--- config.mk ---
export PLATFORM = sky130hd
export DESIGN_NAME = ecc_mem_ctrl
export DESIGN_NICKNAME = d
export VERILOG_FILES = /design/src/rtl/ecc_mem_ctrl.sv
export SDC_FILE = /design/constraint.sdc
export NUM_CORES = 1
export LEC_CHECK = 0
export CORE_UTILIZATION = 52
export CTS_CLUSTER_DIAMETER = 100
export CTS_CLUSTER_SIZE = 12
export DETAILED_ROUTE_END_ITERATION = 7
export PLACE_DENSITY = 0.73
export SKIP_LAST_GASP = 1
export SYNTH_ARGS = -nofsm -noshare
export SYNTH_HDL_FRONTEND = slang
export SYNTH_SLANG_ARGS = --single-unit
--- constraint.sdc ---
create_clock -name clk -period 3.3 [get_ports clk]
set_clock_uncertainty 0.2 [all_clocks]
set_input_delay 0.66 -clock clk [delete_from_list [all_inputs] [get_ports clk]]
set_output_delay 0.66 -clock clk [all_outputs]
set_load 0.01 [all_outputs]
--- src/rtl/ecc_mem_ctrl.sv ---
`default_nettype none
// ============================================================================
// Module  : ecc_mem_ctrl
// Brief   : SECDED (13,8) register-file controller with host port and
//           background scrubber. Optional ECC_ERR_INJECT_EN adds inj_mask.
// Revision: 1.0
// ============================================================================
module ecc_mem_ctrl #(
  parameter int ADDR_W         = 4,
  parameter int SCRUB_INTERVAL = 256,
  parameter int CNT_W          = 8
) (
  input  logic              clk,
  input  logic              rst_n,
  input  logic              req_valid,
  output logic              req_ready,
  input  logic              req_we,
  input  logic [ADDR_W-1:0] req_addr,
  input  logic [7:0]        req_wdata,
`ifdef ECC_ERR_INJECT_EN
  input  logic [12:0]       inj_mask,
`endif
  output logic              resp_valid,
  output logic [7:0]        resp_rdata,
  output logic [1:0]        resp_status,
  input  logic              scrub_en,
  output logic              init_done,
  output logic [CNT_W-1:0]  corr_cnt,
  output logic [CNT_W-1:0]  uncorr_cnt,
  output logic [ADDR_W-1:0] err_addr,
  output logic              err_irq
);

  localparam int c_depth = 2**ADDR_W;
  localparam int c_tmr_w = $clog2(SCRUB_INTERVAL + 1);
  localparam logic [c_tmr_w-1:0] c_tmr_reload = c_tmr_w'(SCRUB_INTERVAL);

  localparam logic [2:0] c_st_init  = 3'd0;
  localparam logic [2:0] c_st_idle  = 3'd1;
  localparam logic [2:0] c_st_write = 3'd2;
  localparam logic [2:0] c_st_read  = 3'd3;
  localparam logic [2:0] c_st_check = 3'd4;
  localparam logic [2:0] c_st_fix   = 3'd5;
  localparam logic [2:0] c_st_resp  = 3'd6;

  function automatic logic [12:0] f_encode(input logic [7:0] d);
    logic [12:0] w;
    w      = '0;
    w[2]   = d[0];
    w[4]   = d[1];
    w[5]   = d[2];
    w[6]   = d[3];
    w[8]   = d[4];
    w[9]   = d[5];
    w[10]  = d[6];
    w[11]  = d[7];
    w[0]   = w[2] ^ w[4] ^ w[6] ^ w[8] ^ w[10];
    w[1]   = w[2] ^ w[5] ^ w[6] ^ w[9] ^ w[10];
    w[3]   = w[4] ^ w[5] ^ w[6] ^ w[11];
    w[7]   = w[8] ^ w[9] ^ w[10] ^ w[11];
    w[12]  = ^w[11:0];
    return w;
  endfunction

  function automatic logic [7:0] f_data(input logic [12:0] w);
    return {w[11], w[10], w[9], w[8], w[6], w[5], w[4], w[2]};
  endfunction

  logic [2:0]         r_state;
  logic [ADDR_W-1:0]  r_addr;
  logic [7:0]         r_wdata;
  logic               r_scrub;
  logic [ADDR_W-1:0]  r_init_ptr;
  logic [ADDR_W-1:0]  r_scrub_ptr;
  logic [c_tmr_w-1:0] r_timer;
  logic               r_init_done;
  logic [CNT_W-1:0]   r_corr_cnt;
  logic [CNT_W-1:0]   r_uncorr_cnt;
  logic [ADDR_W-1:0]  r_err_addr;
  logic               r_err_irq;
  logic [7:0]         r_rdata;
  logic [1:0]         r_status;
  logic [12:0]        r_rdword;
  logic [12:0]        r_mem [c_depth];
  logic [12:0]        r_mask;

  logic [3:0]         w_syn;
  logic               w_op;
  logic               w_corr;
  logic               w_uncorr;
  logic [12:0]        w_fixed;
  logic               w_mem_we;
  logic [ADDR_W-1:0]  w_mem_addr;
  logic [12:0]        w_mem_wdata;

  assign w_syn[3] = ^r_rdword[11:7];
  assign w_syn[2] = r_rdword[3] ^ r_rdword[4] ^ r_rdword[5] ^ r_rdword[6] ^ r_rdword[11];
  assign w_syn[1] = r_rdword[1] ^ r_rdword[2] ^ r_rdword[5] ^ r_rdword[6] ^ r_rdword[9] ^ r_rdword[10];
  assign w_syn[0] = r_rdword[0] ^ r_rdword[2] ^ r_rdword[4] ^ r_rdword[6] ^ r_rdword[8] ^ r_rdword[10];
  assign w_op     = ^r_rdword;
  assign w_corr   = w_op && (w_syn <= 4'd12);
  assign w_uncorr = (w_op && (w_syn > 4'd12)) || (!w_op && (w_syn != 4'd0));

  // Syndrome 0 with odd parity means only the overall parity bit flipped.
  always_comb begin
    w_fixed = r_rdword;
    if (w_op && (w_syn == 4'd0)) w_fixed[12] = ~r_rdword[12];
    for (int i = 0; i < 12; i++) begin
      if (w_op && (w_syn == 4'(i + 1))) w_fixed[i] = ~r_rdword[i];
    end
  end

  assign w_mem_we   = (r_state == c_st_init) || (r_state == c_st_write) || (r_state == c_st_fix);
  assign w_mem_addr = (r_state == c_st_init) ? r_init_ptr : r_addr;

  always_comb begin
    w_mem_wdata = 13'h0;
    if (r_state == c_st_write) w_mem_wdata = f_encode(r_wdata) ^ r_mask;
    else if (r_state == c_st_fix) w_mem_wdata = w_fixed;
  end

  always_ff @(posedge clk) begin
    if (w_mem_we) r_mem[w_mem_addr] <= w_mem_wdata;
    if (r_state == c_st_read) r_rdword <= r_mem[r_addr];
  end

  always_ff @(posedge clk or negedge rst_n) begin
    if (!rst_n) begin
      r_state      <= c_st_init;
      r_addr       <= '0;
      r_wdata      <= '0;
      r_scrub      <= 1'b0;
      r_init_ptr   <= '0;
      r_scrub_ptr  <= '0;
      r_timer      <= c_tmr_reload;
      r_init_done  <= 1'b0;
      r_corr_cnt   <= '0;
      r_uncorr_cnt <= '0;
      r_err_addr   <= '0;
      r_err_irq    <= 1'b0;
      r_rdata      <= '0;
      r_status     <= '0;
      r_mask       <= '0;
    end else begin
      r_err_irq <= 1'b0;
      case (r_state)
        c_st_init: begin
          r_init_ptr <= r_init_ptr + 1'b1;
          if (&r_init_ptr) begin
            r_init_done <= 1'b1;
            r_state     <= c_st_idle;
          end
        end
        c_st_idle: begin
          if (scrub_en && (r_timer != '0)) r_timer <= r_timer - 1'b1;
          if (req_valid) begin
            r_addr  <= req_addr;
            r_wdata <= req_wdata;
            r_scrub <= 1'b0;
`ifdef ECC_ERR_INJECT_EN
            r_mask  <= inj_mask;
`else
            r_mask  <= '0;
`endif
            r_state <= req_we ? c_st_write : c_st_read;
          end else if (scrub_en && (r_timer == '0)) begin
            r_addr  <= r_scrub_ptr;
            r_scrub <= 1'b1;
            r_state <= c_st_read;
          end
        end
        c_st_write: begin
          r_rdata  <= '0;
          r_status <= 2'b00;
          r_state  <= c_st_resp;
        end
        c_st_read: r_state <= c_st_check;
        c_st_check: begin
          r_rdata  <= f_data(w_fixed);
          r_status <= w_uncorr ? 2'b10 : (w_corr ? 2'b01 : 2'b00);
          if (w_corr) begin
            if (r_corr_cnt != '1) r_corr_cnt <= r_corr_cnt + 1'b1;
            r_state <= c_st_fix;
          end else begin
            if (w_uncorr) begin
              if (r_uncorr_cnt != '1) r_uncorr_cnt <= r_uncorr_cnt + 1'b1;
              r_err_addr <= r_addr;
              r_err_irq  <= 1'b1;
            end
            if (r_scrub) begin
              r_scrub_ptr <= r_scrub_ptr + 1'b1;
              r_timer     <= c_tmr_reload;
              r_state     <= c_st_idle;
            end else begin
              r_state <= c_st_resp;
            end
          end
        end
        c_st_fix: begin
          if (r_scrub) begin
            r_scrub_ptr <= r_scrub_ptr + 1'b1;
            r_timer     <= c_tmr_reload;
            r_state     <= c_st_idle;
          end else begin
            r_state <= c_st_resp;
          end
        end
        c_st_resp: r_state <= c_st_idle;
        default:   r_state <= c_st_init;
      endcase
    end
  end

  assign req_ready   = (r_state == c_st_idle);
  assign resp_valid  = (r_state == c_st_resp);
  assign resp_rdata  = resp_valid ? r_rdata : 8'h00;
  assign resp_status = resp_valid ? r_status : 2'b00;
  assign init_done   = r_init_done;
  assign corr_cnt    = r_corr_cnt;
  assign uncorr_cnt  = r_uncorr_cnt;
  assign err_addr    = r_err_addr;
  assign err_irq     = r_err_irq;

endmodule
`default_nettype wire

; Word level (Yosys, flattened, before mapping)
; Memories as Yosys holds them, arrays and structs flattened. A register that Yosys moved wholly into a read port is not among the register bits.
; Index checks and enable logic that the tools add are counted.
[word_totals]
output_inout_bits = 34
latch_bits = 0
ramBits = 208
mem_count = 1
in_bits = 17
register_bits = 65
rom_bits = 0
word_cells = 177
[memory_table]
columns = memory, depth, width, rd, rd_clocked_by_memory_dff, write_ports, line
row1 = r_mem, 16, 13, 1, 1, 1, 84  ; logic [12:0] r_mem [c_depth];
[classes]
div_mod_pow = 0
mul = 0
eq_ne = 24
n_shift = 0
muxes = 45
bitwise = 42
reduce_logical = 44
order_cmp = 2
add_sub_neg = 5
[ops]
columns = operator, n
row1 = $xor A1 B1 Y1, 28
row2 = $mux W9, 3
row3 = $pmux W9 S3, 1
row4 = $mux W13, 2
row5 = $mux W1, 22
row6 = $pmux W3 S7, 1
row7 = $eq A4 B4 Y1 const B, 5
row8 = $mux W4, 5
row9 = $logic_and A1 B1 Y1, 18
row10 = $add A8 B1 Y8 const B, 2
row11 = $eq A4 B3 Y1 const B, 4
row12 = $ne A8 B8 Y1 const B, 2
row13 = $pmux W8 S2, 1
row14 = $mux W3, 5
row15 = $not A1 Y1, 14
row16 = $reduce_xor A13 Y1, 1
row17 = $reduce_xor A12 Y1, 1
row18 = $eq A3 B3 Y1 const B, 3
row19 = $logic_not A9 Y1, 1
row20 = $reduce_and A3 Y1, 3
row21 = $reduce_bool A9 Y1, 1
row22 = $sub A9 B1 Y9 const B, 1
row23 = $add A4 B1 Y4 const B, 2
row24 = $eq A4 B2 Y1 const B, 2
row25 = other kinds (23), 34

; Longest topological paths before layout
; Gate-level depths: netlist (run 1).
[depth]
word_depth = 11
ltp_mapped = 9
mapped_depth_nobuf = 8

; Worst setup path before layout (run 1)
; No wires, ideal clock.
[synth_timing]
path_type = reg-to-reg
start = register r_rdword[8] (read register of r_mem)
end = memory r_mem[0][4], data pin
setup_ns = 0.330
synth_period_minus_slack_ns = 3.250
path_slack_ns = 0.050
required_time_ns = 2.770
arrival_ns = 2.720
path_buffers = 1
path_stages_with_launch = 8
cell_sequence = edfxtp_1 -> xnor3_1 -> xnor3_2 -> or3_1 -> buf_2 -> a21oi_1 -> xnor2_1 -> o21ai_0
[synth_via]
elab_chain_cells = 7
word_cells_on_any_way = 9
classes_between = 1 x eq/ne / 3 x mux / 2 x bitwise / 3 x reduce/logical
[synth_rtl]
columns = item, line
row1 = from (decl), 83  ; logic [12:0] r_rdword;
row2 = $xor A1 B1 Y1 (2 in a row), 99  ; assign w_syn[0] = r_rdword[0] ^ r_rdword[2] ^ r_rdword[4] ^ r_rdword[6] ^ r_rdword[8] ^ r_rdword[10];
row3 = $eq A4 B3 Y1, 109  ; if (w_op && (w_syn == 4'(i + 1))) w_fixed[i] = ~r_rdword[i];
row4 = $logic_and A1 B1 Y1 (*), 109
row5 = $mux W1 (*), 109
row6 = $mux W13 (*), 119  ; else if (r_state == c_st_fix) w_mem_wdata = w_fixed;
row7 = $mux W13 (*), 118  ; if (r_state == c_st_write) w_mem_wdata = f_encode(r_wdata) ^ r_mask;
row8 = via w_mem_wdata[4], 94  ; logic [12:0] w_mem_wdata;
row9 = to (decl), 84
; The timed path passes the listed nets; every way through them passes the cells marked *.

; Final worst setup path (run 1)
[layout_timing]
start = register r_rdword[8] (read register of r_mem)
end = memory r_mem[1][5], data pin
; The elaborated chain is that of the path after synthesis.

==> impl_metrics.json, run 1 <==
{
  "status": "complete, no violations",
  "core_sq_um": 22800,
  "relSlewSlack_pct": 24.4,
  "start_util_pct": 53.4,
  "cts_hold_buf": 0,
  "die_area_sq_um": 24000,
  "design_area_sq_um": 14300,
  "htreeDepth": 1,
  "grt_max_degree": 55,
  "ys_dominant_reg_cell": "edfxtp_1",
  "drtIter0Drc": 631,
  "worstPathRequired_ps": 3380,
  "viasPerCell": 5.86,
  "area_growth_pct": 17.4,
  "drc_errors": 0,
  "fin_util_pct": 62.7,
  "setup_slack_ps": 56.3,
  "insertion_delay_ps": 550,
  "ant_nets": 0,
  "port_buffers": 50,
  "diodes": 0,
  "worstSetupPathType": "register to register",
  "dr_total_vias": 6736,
  "die_y_um": 155,
  "numClockSinks": 286,
  "cp.arrival_ps": 3320,
  "synth_area_leaders": "edfxtp_1, dfrtp_1, mux4_2",
  "end_kind": "register",
  "synth_area_leader_cell": "edfxtp_1",
  "antenna_found_initial": 0,
  "synth_warnings": 0,
  "fin_crit_ps": 3240,
  "gp_congestion": 0.942,
  "yosys_register_bits": 286,
  "maxSlewViolCount": 0,
  "start_kind": "register",
  "grt_pass1_wl_mm": 41.2,
  "final_cell_count_no_fill": 1149,
  "drt-wirelength-per-cell_um": 23.4,
  "syn-cell-area_sq_um": 12200,
  "clk_path_buf_depth": 3,
  "placedCellCount": 1095,
  "synth_cell_types": 62,
  "hold_path_class": "input port to asynchronous set/reset pin",
  "io_pins": 51,
  "synth_top_area_share_pct": 54.5,
  "placed_cell_area_sq_um": 13400,
  "ys_seq_area_share_pct": 67.9,
  "synth-async-reset-ratio_pct": 22.7,
  "synth.net_count": 733,
  "syn_inst": 711,
  "synth_edf_count": 221,
  "setup_violations": 0,
  "cts_tree": "built",
  "rsz0062_at_grt": "true",
  "clkTransAtPathRegs_ps": 70,
  "rows": 55,
  "die-width_um": 155,
  "nets": 838,
  "syn_area_per_cell_sq_um": 17.1,
  "fmax_mhz": 308,
  "routed_wl_mm": 26.9,
  "drive_gt1_share_pct": 23.1,
  "grt_overflow": 0,
  "period_share_pct": 98.3,
  "clock-root-buffer": "clkbuf_16",
  "hold_violations": 0,
  "cp_max_fo": 16,
  "p_leak_nw": 5.04,
  "cts-buffers-inserted": 27,
  "irDropWorstVdd_mv": 0.492,
  "powerDensity_nw_per_um2": 984,
  "preCtsSetupSlack_ps": -351,
  "tightest_slew_ps": 1120,
  "track_usage_pct": 23.1,
  "first_pass_iters": 5,
  "drv_cap": 0,
  "grt_pass1_vias": 7076,
  "dp_hpwl_mm": 16.5
}
## sequential cells by signal, indices dropped and copies added, names as in the netlist, 8 cells and up
name        count
r_mem         208
r_rdword       13
r_timer         9
corr_cnt        8
r_rdata         8
r_wdata         8
uncorr_cnt      8
## placed cells by master, fill, tap and decap left out, types with 4 or more instances in the layout
cell,count
nor2_1,33
mux2_2,12
clkbuf_16,27
nand4_1,6
xor2_1,20
buf_4,55
nand2b_1,7
mux2i_1,5
inv_1,8
or3_1,5
o21ai_0,17
and3_1,7
edfxtp_1,221
clkdlybuf4s50_1,49
dfrtp_1,62
nor3_1,7
xnor2_1,31
o22ai_1,4
nand3_1,10
and2_1,12
ha_1,5
clkbuf_1,21
xnor3_1,4
mux4_2,65
a31oi_1,7
a21oi_1,17
nor3b_1,5
nand2_1,46
## worst paths after layout
check / startpoint / endpoint / slack (ps) / depth (start not counted)
worst max register to register: r_rdword[8] / r_mem[1][5] / 60 / 7
worst max-delay path: r_rdword[8] / r_mem[1][5] / 60 / 7
max in group asynchronous: rst_n / r_wdata[1] / 2090 / 2
min in group clk: r_rdata[0] / r_rdata[0] / 270 / 2
worst min register to register: r_rdata[0] / r_rdata[0] / 270 / 2
worst min-delay path: rst_n / r_timer[3] / 60 / 1
## per-stage QoR
step	total power [mW]	hold slack (ps)	TNS, ps
global placement	10.6	252	-5730
CTS	13.8	69.2	-624
floorplan	9.04	164	0
global route	14.7	123	-1630
finish	14.1	55.4	0
detailed placement	10.9	260	-21800
## per-layer routing
| layer | part of all wire, % | wire length (um) | vias up | track usage (%) |
|---|---|---|---|---|
| met5 | 0 | 0 | - | 0 |
| met4 | 2.7 | 736 | 0 | 9.05 |
| met3 | 6.1 | 1640 | 55 | 3.87 |
| met2 | 51 | 13600 | 245 | 39.3 |
| met1 | 41 | 10900 | 3452 | 29.9 |
| li1 | - | - | 2984 | - |
## worst max-delay path, stage by stage (launching register included)
cell and delay, ps:
edfxtp_1 440, xnor3_2 510, xnor3_2 450, or3_1 480
a2111oi_4 440, xnor2_2 210, o21ai_4 100, buf_12 170
## kinds of logic (layout without fill, tap and decap cells)
| group | count (synthesis) | after routing | share of synthesized area [%] |
|---|---|---|---|
| muxes | 83 | 83 | 13.6 |
| AOI/OAI and AO/OA | 78 | 78 | 4.46 |
| adders and majority gates | 5 | 5 | 0.514 |
| DFF | 286 | 286 | 67.9 |
| and+or+nand+nor | 155 | 155 | 6.31 |
| xor gates and xnor gates | 64 | 64 | 5.88 |
| buffers and inverters | 40 | 165 | 1.32 |
## cell type report
type | count | area, sq um
inverter | 8 | 30.0
clock buffer | 49 | 768
fill | 1553 | 8490
tap | 313 | 392
multi-input combinational | 385 | 3860
timing repair buffer | 108 | 968
sequential | 286 | 8270
## where the power goes
part	switching (mW)	internal [mW]	total (mW)
Combinational	3.18	2.54	5.72
Sequential	0.476	5.06	5.54
Clock	1.25	1.55	2.80
## synthesized netlist by cell type, types with 11 or more instances
cell type / instances
mux4_2: 65
xnor2_1: 32
nand2_1: 46
o21ai_0: 17
clkbuf_1: 24
mux2_2: 12
and2_1: 12
dfrtp_1: 64
xor2_1: 20
a21oi_1: 17
nand3_1: 11
edfxtp_1: 221
nor2_1: 34
## timing repair
action,4_1_cts,5_1_grt
pin swaps,0,2
setup buffers,0,5
resized for setup,6,11
endpoints found under the setup margin,80,136
(Power assumes the default switching activity.)
==> run 2: changes to the inputs <==
--- a/config.mk
+++ b/config.mk
@@ -9,7 +9,7 @@
 export CTS_CLUSTER_DIAMETER = 100
 export CTS_CLUSTER_SIZE = 12
 export DETAILED_ROUTE_END_ITERATION = 7
-export PLACE_DENSITY = 0.73
+export PLACE_DENSITY = 0.7
 export SKIP_LAST_GASP = 1
 export SYNTH_ARGS = -nofsm -noshare
 export SYNTH_HDL_FRONTEND = slang
==> constraint.sdc (replaced) <==
create_clock -name clk -period 3.97 [get_ports clk]
set_clock_uncertainty 0.2 [all_clocks]
set_input_delay 0.794 -clock clk [delete_from_list [all_inputs] [get_ports clk]]
set_output_delay 0.794 -clock clk [all_outputs]
set_load 0.01 [all_outputs]
==> impl_metrics.json, run 2 (synthesis results as in run 1) <==
{
  "port_buffers": 50,
  "grt_max_degree": 51,
  "worstPathCellList": "xnor3_1, xnor3_2, or3_1, a2111oi_2, xnor2_1, o21ai_1",
  "fin_setup_tns_ps": 0,
  "mostFrequentLayoutCell": "edfxtp_1",
  "p_leak_nw": 4.89,
  "relSlewSlack_pct": 20.5,
  "cp_num_cells": 6,
  "gp_congestion": 0.913,
  "layout_common_cells": "edfxtp_1, mux4_2, dfrtp_1, clkdlybuf4s50_1, nand2_1",
  "cts_setup_buffers": 0,
  "maxSlewViolCount": 0,
  "dp_hpwl_mm": 16.0,
  "area_growth_pct": 14.5,
  "core_sq_um": 22800,
  "drt-wirelength-per-cell_um": 23.4,
  "io_pins": 51,
  "period_share_pct": 94.9,
  "crit_family": "compound AO/OA/AOI/OAI gates",
  "crit_path_top_delay_cell": "o21ai_1",
  "die_area_sq_um": 24000,
  "grt_pass1_wl_mm": 39.7,
  "track_usage_pct": 22.5,
  "htreeDepth": 1,
  "irDropWorstVdd_mv": 0.412,
  "die_y_um": 155,
  "status": "complete, no violations",
  "rsz0062_at_grt": "false",
  "reg_top3": "r_mem (208), r_rdword (13), r_timer (9)",
  "largest_reg_flops": 208,
  "antenna_found_initial": 0,
  "diodes": 0,
  "tightest_slew_ps": 1190,
  "first_pass_iters": 5,
  "drv_cap": 0,
  "drive_gt1_share_pct": 19.9,
  "drc_errors": 0,
  "clock-root-buffer": "clkbuf_16",
  "fin_crit_ps": 3770,
  "setup_slack_ps": 203,
  "preCtsSetupSlack_ps": 284,
  "drtIter0Drc": 704,
  "rows": 55,
  "worstPathRequired_ps": 3970,
  "die-width_um": 155,
  "cpPeakStageDelay_ps": 810,
  "dr_total_vias": 6635,
  "insertion_delay_ps": 550,
  "cp_max_fo": 16,
  "grt_overflow": 0,
  "placedCellCount": 1076,
  "cts-buffers-inserted": 27,
  "clk_path_buf_depth": 3,
  "cts_resized": 0,
  "ant_nets": 0,
  "hold_path_class": "input port to asynchronous set/reset pin",
  "numClockSinks": 286,
  "clkTransAtPathRegs_ps": 60,
  "routed_wl_mm": 26.1,
  "cts_tree": "built",
  "fmax_mhz": 265,
  "cp.arrival_ps": 3770,
  "final_cell_count_no_fill": 1114,
  "end_kind": "register",
  "cts_hold_buf": 0,
  "worstSetupPathType": "register to register",
  "grt_pass1_vias": 6661,
  "setup_violations": 0,
  "ff2ff_path_depth": 6,
  "nets": 814,
  "viasPerCell": 5.96,
  "start_util_pct": 53.4,
  "top_register": "r_mem",
  "powerDensity_nw_per_um2": 801,
  "critPathBufInv": 0,
  "start_kind": "register",
  "hold_violations": 0
}
==> run 2: report_power, final <==
group | switching, mW | internal, mW
clock | 1.04 | 1.24
sequential | 0.498 | 4.21
combinational | 2.33 | 1.85
==> run 2: path summary, 6_finish.rpt <==
path                             startpoint           to  slack (ps)
worst min-delay path                  rst_n  corr_cnt[3]         260
min in group clk                 r_rdata[5]   r_rdata[5]         270
worst max-delay path            r_rdword[8]  r_mem[0][5]         200
worst max register to register  r_rdword[8]  r_mem[0][5]         200
max in group asynchronous             rst_n   r_rdata[4]        2480
worst min register to register   r_rdata[5]   r_rdata[5]         270
==> run 2: layout make-up <==
type                       count  area, sq um
clock inverter                 2         23.8
inverter                       8         30.0
sequential                   286         8270
timing repair buffer          84          763
fill                        1668         8840
multi-input combinational    385         3750
tap                          313          392
clock buffer                  36          709
==> run 2: worst register-to-register path: stages (launching register included) <==
cell	delay, ps
edfxtp_1	440
xnor3_1	470
xnor3_2	510
or3_1	470
a2111oi_2	370
xnor2_1	150
o21ai_1	810
==> run 2: layer usage <==
layer | wire (um) | GRT usage [%] | up-vias | part of all wire (%)
met3 | 1490 | 3.23 | 45 | 5.7
met5 | 0 | 0 | - | 0
met2 | 12800 | 37.0 | 227 | 49
met4 | 766 | 7.36 | 0 | 2.9
li1 | - | - | 2929 | -
met1 | 11000 | 31.2 | 3434 | 42
==> run 2: stage by stage <==
step | power [mW] | util [%] | area (sq um) | hold slack (ps)
detailed placement | 8.93 | 58.0 | 13200 | 263
global placement | 8.75 | 58.0 | 13200 | 254
finish | 11.2 | 61.2 | 13900 | 259
CTS | 11.2 | 61.2 | 13900 | 275
global route | 11.7 | 61.2 | 13900 | 287
floorplan | 7.51 | - | 12200 | 239
